==> src/rtl/stream_demuxf8_1to2.sv <==
// ---------------------------------------------------------------------------
// stream_demuxf8_1to2
//
// Registered 1-to-2 valid/ready stream demultiplexer. Each input beat is
// steered to channel 0 or channel 1 by S. Each channel has its own one-entry
// holding register, so a stalled consumer only blocks beats aimed at that
// channel. Per-channel delivered-beat counters are provided for debug.
//
// Ports:
//   C                  clock, rising edge
//   RST_N              synchronous active-low reset
//   I, S, I_VALID      input beat, route select, beat present
//   I_READY            input beat accepted this cycle (combinational)
//   O0/O1              channel data (registered)
//   O0_VALID/O1_VALID  channel holds a beat
//   O0_READY/O1_READY  downstream consumer accepts
//   CLR_CNT            synchronous clear of both counters
//   CNT0/CNT1          beats delivered on channel 0 / 1 (wrapping)
// ---------------------------------------------------------------------------
module stream_demuxf8_1to2 #(
  parameter int WIDTH     = 8,
  parameter int CNT_WIDTH = 16
) (
  input  logic                 C,
  input  logic                 RST_N,
  input  logic [WIDTH-1:0]     I,
  input  logic                 S,
  input  logic                 I_VALID,
  output logic                 I_READY,
  output logic [WIDTH-1:0]     O0,
  output logic [WIDTH-1:0]     O1,
  output logic                 O0_VALID,
  output logic                 O1_VALID,
  input  logic                 O0_READY,
  input  logic                 O1_READY,
  input  logic                 CLR_CNT,
  output logic [CNT_WIDTH-1:0] CNT0,
  output logic [CNT_WIDTH-1:0] CNT1
);

  localparam logic [CNT_WIDTH-1:0] CNT_ONE = CNT_WIDTH'(1);

  // Counter step with natural wrap from all-ones back to zero.
  function automatic logic [CNT_WIDTH-1:0] cnt_step(input logic [CNT_WIDTH-1:0] cnt);
    return cnt + CNT_ONE;
  endfunction

  logic [WIDTH-1:0]     data0_p1, data1_p1;
  logic                 vld0_p1, vld1_p1;
  logic [CNT_WIDTH-1:0] cnt0_p1, cnt1_p1;

  logic acc_p0, acc0_p0, acc1_p0;
  logic take0_p1, take1_p1;

  // ---- Stage p0: input acceptance ----
  // Readiness looks only at the channel the current beat is aimed at, so a
  // stall on the other channel never back-pressures this beat.
  always_comb begin
    I_READY = RST_N & (S ? (~vld1_p1 | O1_READY) : (~vld0_p1 | O0_READY));
  end

  assign acc_p0   = I_VALID & I_READY;
  assign acc0_p0  = acc_p0 & ~S;
  assign acc1_p0  = acc_p0 &  S;
  assign take0_p1 = vld0_p1 & O0_READY;
  assign take1_p1 = vld1_p1 & O1_READY;

  // ---- Stage p1: per-channel holding registers and counters ----
  always_ff @(posedge C) begin
    if (!RST_N) begin
      vld0_p1  <= 1'b0;
      vld1_p1  <= 1'b0;
      data0_p1 <= '0;
      data1_p1 <= '0;
      cnt0_p1  <= '0;
      cnt1_p1  <= '0;
    end else begin
      // A load keeps the channel full; otherwise a taken beat empties it.
      vld0_p1 <= acc0_p0 | (vld0_p1 & ~O0_READY);
      vld1_p1 <= acc1_p0 | (vld1_p1 & ~O1_READY);
      // Data only changes on a load; an empty channel keeps its last value.
      if (acc0_p0) data0_p1 <= I;
      if (acc1_p0) data1_p1 <= I;
      // Clear takes priority over a same-cycle delivery.
      if (CLR_CNT) begin
        cnt0_p1 <= '0;
        cnt1_p1 <= '0;
      end else begin
        if (take0_p1) cnt0_p1 <= cnt_step(cnt0_p1);
        if (take1_p1) cnt1_p1 <= cnt_step(cnt1_p1);
      end
    end
  end

  assign O0       = data0_p1;
  assign O1       = data1_p1;
  assign O0_VALID = vld0_p1;
  assign O1_VALID = vld1_p1;
  assign CNT0     = cnt0_p1;
  assign CNT1     = cnt1_p1;

endmodule

==> config.mk <==
export PLATFORM = sky130hd
export DESIGN_NAME = stream_demuxf8_1to2
export DESIGN_NICKNAME = d
export VERILOG_FILES = /design/src/rtl/stream_demuxf8_1to2.sv
export SDC_FILE = /design/constraint.sdc
export NUM_CORES = 1
export LEC_CHECK = 0
export BUFFER_PORTS_ARGS = -buffer_cell sky130_fd_sc_hd__buf_2
export CORE_MARGIN = 2
export CORE_UTILIZATION = 55
export DETAILED_ROUTE_END_ITERATION = 10
export GPL_TIMING_DRIVEN = 0
export PLACE_DENSITY = 0.95
export SETUP_SLACK_MARGIN = 0.05
export SLEW_MARGIN = 20
export SYNTH_ARGS = -nofsm -noshare
export SYNTH_HDL_FRONTEND = slang
export SYNTH_SLANG_ARGS = --single-unit
==> constraint.sdc <==
create_clock -name C -period 3.65 [get_ports C]
set_clock_uncertainty 0.05 [all_clocks]
set_input_delay 0.1825 -clock C [delete_from_list [all_inputs] [get_ports C]]
set_output_delay 0.1825 -clock C [all_outputs]
set_load 0.005 [all_outputs]
# == Yosys cells after proc, flatten, opt, wreduce, memory -nomap -nowiden ==
# Index checks and enable logic that the tools add are counted.
# word_totals
input_bits,15
wordCells,28
ff_bits,50
# op_classes
addsub,2
reduce_logical,1
bitwise_logic,18
mux,1
# ops
cell,n
$add 16x1->16 const B,2
$and 1x1->1,8
$not 1->1,6
$or 1x1->1,4
$reduce_or 2->1,1
$mux 1,1

# == Depth between registers and ports, before layout ==
# logic_depth
ltp_word,7
ltp_mapped,5
mapped_depth_nobuf,5

# == Least setup slack after synthesis ==
# Ideal clock, no wire load.
# synth_timing
kind,reg-to-reg
start,"register cnt0_p1[3], in the netlist CNT0[3]"
end,"register cnt0_p1[14], in the netlist CNT0[14]"
arrival_time_ns,1.402
path_buffers,0
path_stages_with_launch,5
path_slack_ns,2.128
cell_sequence,dfxtp_1 nand4_4 nor4_4 or3b_1 a21oi_1
# synth_between
elab_chain_len,1
# synth_lines
item,line_no,source
"start, declared",50,"logic [CNT_WIDTH-1:0] cnt0_p1, cnt1_p1;"
"start signal, assigned",89,if (take0_p1) cnt0_p1 <= cnt_step(cnt0_p1);
$add 16x1->16,45,return cnt + CNT_ONE;
# Every way passes these cells.
# A chain may end at the register's enable or synchronous reset.

# == Worst setup path after layout ==
# Ends and elaborated chain as after synthesis.

==> impl_metrics.toml <==
[run_status]
status = "complete, no violations"

[floorplanning]
start_util_pct = 58.5
core_mm2 = 0.00374
ios = 66
die_h_um = 67.1
die_x_um = 67.1
std_cell_rows = 22
dieArea_mm2 = 0.00450

[detailed_routing]
drc = 0
wl_per_cell_um = 13.3
vias = 1930
first_pass_iters = 4
drt_iter0_drc = 67
ant_nets = 0
wl_um = 4730
avgViaCountPerCell = 5.44

[worst_setup_path]
rr_endpoint = "CNT0[14]$_SDFFE_PP0P_"
slowest_delay_ns = 0.48
critPathRequiredTime_ns = 3.83
cp-end-kind = "flop"
reg2reg_from = "CNT0[3]$_SDFFE_PP0P_"
r2r_cells = 4
crit_chain = "nand4_4 -> nor4_4 -> or3b_1 -> a21oi_1"
criticalPathCategory = "reg -> reg"
cp-start-kind = "flop"
critical_path_buf_inv_count = 0
path_delay_family = "simple AND/OR/NAND/NOR gates"
path_max_fanout = 8
r2r_slack_ns = 1.97
crit_slowest_cell = "dfxtp_1"
arrival_ns = 1.86

[layout]
num_antenna_cells = 0
regArea_mm2 = 0.00100
drive_above_1_share_pct = 25.4
mostFrequentLayoutCells = "buf_2, dfxtp_1, nand2_1, nor2_1, nor2b_1"
fin_nets = 325
mostFrequentLayoutCell = "buf_2"
area_growth_pct = 21.4
nFillCells = 315
multi_input_area_mm2 = 0.00113

[placement]
portBuffers = 65
place_congestion = 0.844
hpwlAfterDp_um = 3590

[clock_tree]
numCtsBuffers = 5
clk_pin_slew_ns = 0.09
clkLatencyLatePin_ns = 0.30
cts_tree = "yes"
cts-root-buf = "clkbuf_8"
postCtsSetupBuffers = 0
clockBufferDepth = 2
cts_max_level = 2
cts_resized = 0
cts.sinks = 50
ctsHoldBuffers = 0

[global_routing]
grt_max_degree = 14
antenna_found_initial = 0
grt_first_pass_wirelength_um = 7710
grtUsageTotal_pct = 22.6
grt-ovfl-total = 0
grt_pass1_vias = 1814

[synthesis]
seq_area_frac_synth_pct = 45.7
synth-edff-count = 0
synth_flop_cell = "dfxtp_1"
synth-seq-cells = 50
yosys_warnings = 0
async_reset_ff_share_pct = 0
syn_area_mm2 = 0.00219
synthCells = 236
synthDistinctLibCells = 34
syn-num-nets = 253
syn_avg_cell_area_um2 = 9.28

[sta]
max_slew_margin_pct = 68.1
drv_slew = 0
tightest_slew_ns = 0.478
min_period_ns = 1.68
hold_viol_final = 0
setup_tns_ns = 0
whs_ns = 0.0969
fin_crit_sh_pct = 46.0
timing.fmax_ghz = 0.596
rsz0062_at_grt = "no"
setup_viol = 0

[pwr]
ir_worst_vdd_uv = 277
p_leak_uw = 0.00111
p_per_area_mw_per_mm2 = 348

[job]
maxCapViolCount = 0

[min_path]
worstHoldEndpoint = "O1[1]$_SDFFE_PN0P_"
hp-class = "in -> reg"
hp-start = "I[1]"
min_path_cells = 3
==> sequential cells by signal (all words and copies together) (netlist names) <==
register	count
CNT0	16
CNT1	16
O0	8
O1	8
O0_VALID	1
O1_VALID	1
==> through the flow <==
stage,instances,instance area (µm²),total power (µW),worst slack (ns),util [%]
after floorplan,236,2190,597,2.13,-
after global routing,355,2660,963,1.81,71.0
after detailed placement,349,2580,624,1.98,68.8
after CTS,355,2660,931,1.95,71.0
final,355,2660,926,1.97,71.0
after global placement,349,2580,621,2.04,68.8
==> worst min-delay path: cells and delay by family <==
family | cells | cell delay [ns]
buffers and inverters | 1 | 0.09
AND/OR/NAND/NOR | 1 | 0.09
multiplexers | 1 | 0.06
==> how the worst max path moves through the flow <==
stage                                     from                    end  slack [ns]  cells after the start
final                     CNT0[3]$_SDFFE_PP0P_  CNT0[14]$_SDFFE_PP0P_        1.97                      4
after global routing       O1_VALID$_SDFF_PN0_  CNT1[15]$_SDFFE_PP0P_        1.81                      5
after CTS                 CNT0[3]$_SDFFE_PP0P_  CNT0[14]$_SDFFE_PP0P_        1.95                      4
after detailed placement  CNT0[3]$_SDFFE_PP0P_  CNT0[14]$_SDFFE_PP0P_        1.98                      4
after global placement    CNT0[3]$_SDFFE_PP0P_  CNT0[14]$_SDFFE_PP0P_        2.04                      4
after floorplan           CNT0[3]$_SDFFE_PP0P_  CNT0[14]$_SDFFE_PP0P_        2.13                      4
==> synthesized netlist by cell type (3+ instances only) <==
master	instances	share of area (%)
dfxtp_1	50	46
nand2_1	22	3.8
nor2_1	22	3.8
nor2b_1	19	5.4
mux2i_1	17	7.8
xor2_1	13	5.2
nand3_1	10	2.3
a21oi_1	8	1.8
nand4_1	7	2.0
xnor2_1	7	2.8
nor3_1	6	1.4
o21ai_0	6	1.4
inv_1	5	0.86
nor4_1	5	1.4
or3_1	5	1.4
and4_1	4	1.6
clkbuf_1	4	0.69
o21a_1	3	1.0
==> cell families (layout without fill, tap and decap cells) <==
kind of cell / after synthesis / count (layout) / share of synthesized area, %
buffers and inverters: 13 / 84 / 2.51
multiplexers: 17 / 17 / 7.77
XOR/XNOR: 20 / 20 / 8.00
AND/OR/NAND/NOR: 113 / 113 / 29.1
AO/OA/AOI/OAI: 21 / 21 / 5.77
flip-flops: 50 / 50 / 45.7
adder cells (fa/ha/maj): 2 / 2 / 1.14
==> metal layers <==
layer / routed length, µm / part of all wire, % / up-vias / track usage (%)
met5: 0 / 0 / - / 0
met4: 36 / 0.76 / 0 / 7.91
met3: 280 / 5.9 / 4 / 7.09
met2: 2400 / 51 / 52 / 39.1
met1: 2010 / 43 / 912 / 26.2
li1: - / - / 962 / -
==> layout make-up <==
type	count	share of cell area, %
Tap cell	48	2.26
Timing Repair Buffer	65	12.2
Buffer	8	1.36
Sequential cell	50	37.6
Inverter	5	0.706
Clock buffer	6	3.11
Multi-Input combinational cell	173	42.7
==> where the power goes <==
| part | leakage, µW | internal (µW) | total, µW | switching [µW] |
|---|---|---|---|---|
| clock | 0.0000431 | 146 | 315 | 169 |
| sequential | 0.000404 | 552 | 557 | 4.91 |
| combinational | 0.000666 | 24.8 | 53.9 | 29.0 |
| total | 0.00111 | 723 | 926 | 203 |
Note: power is estimated with default switching activity, not from simulation.
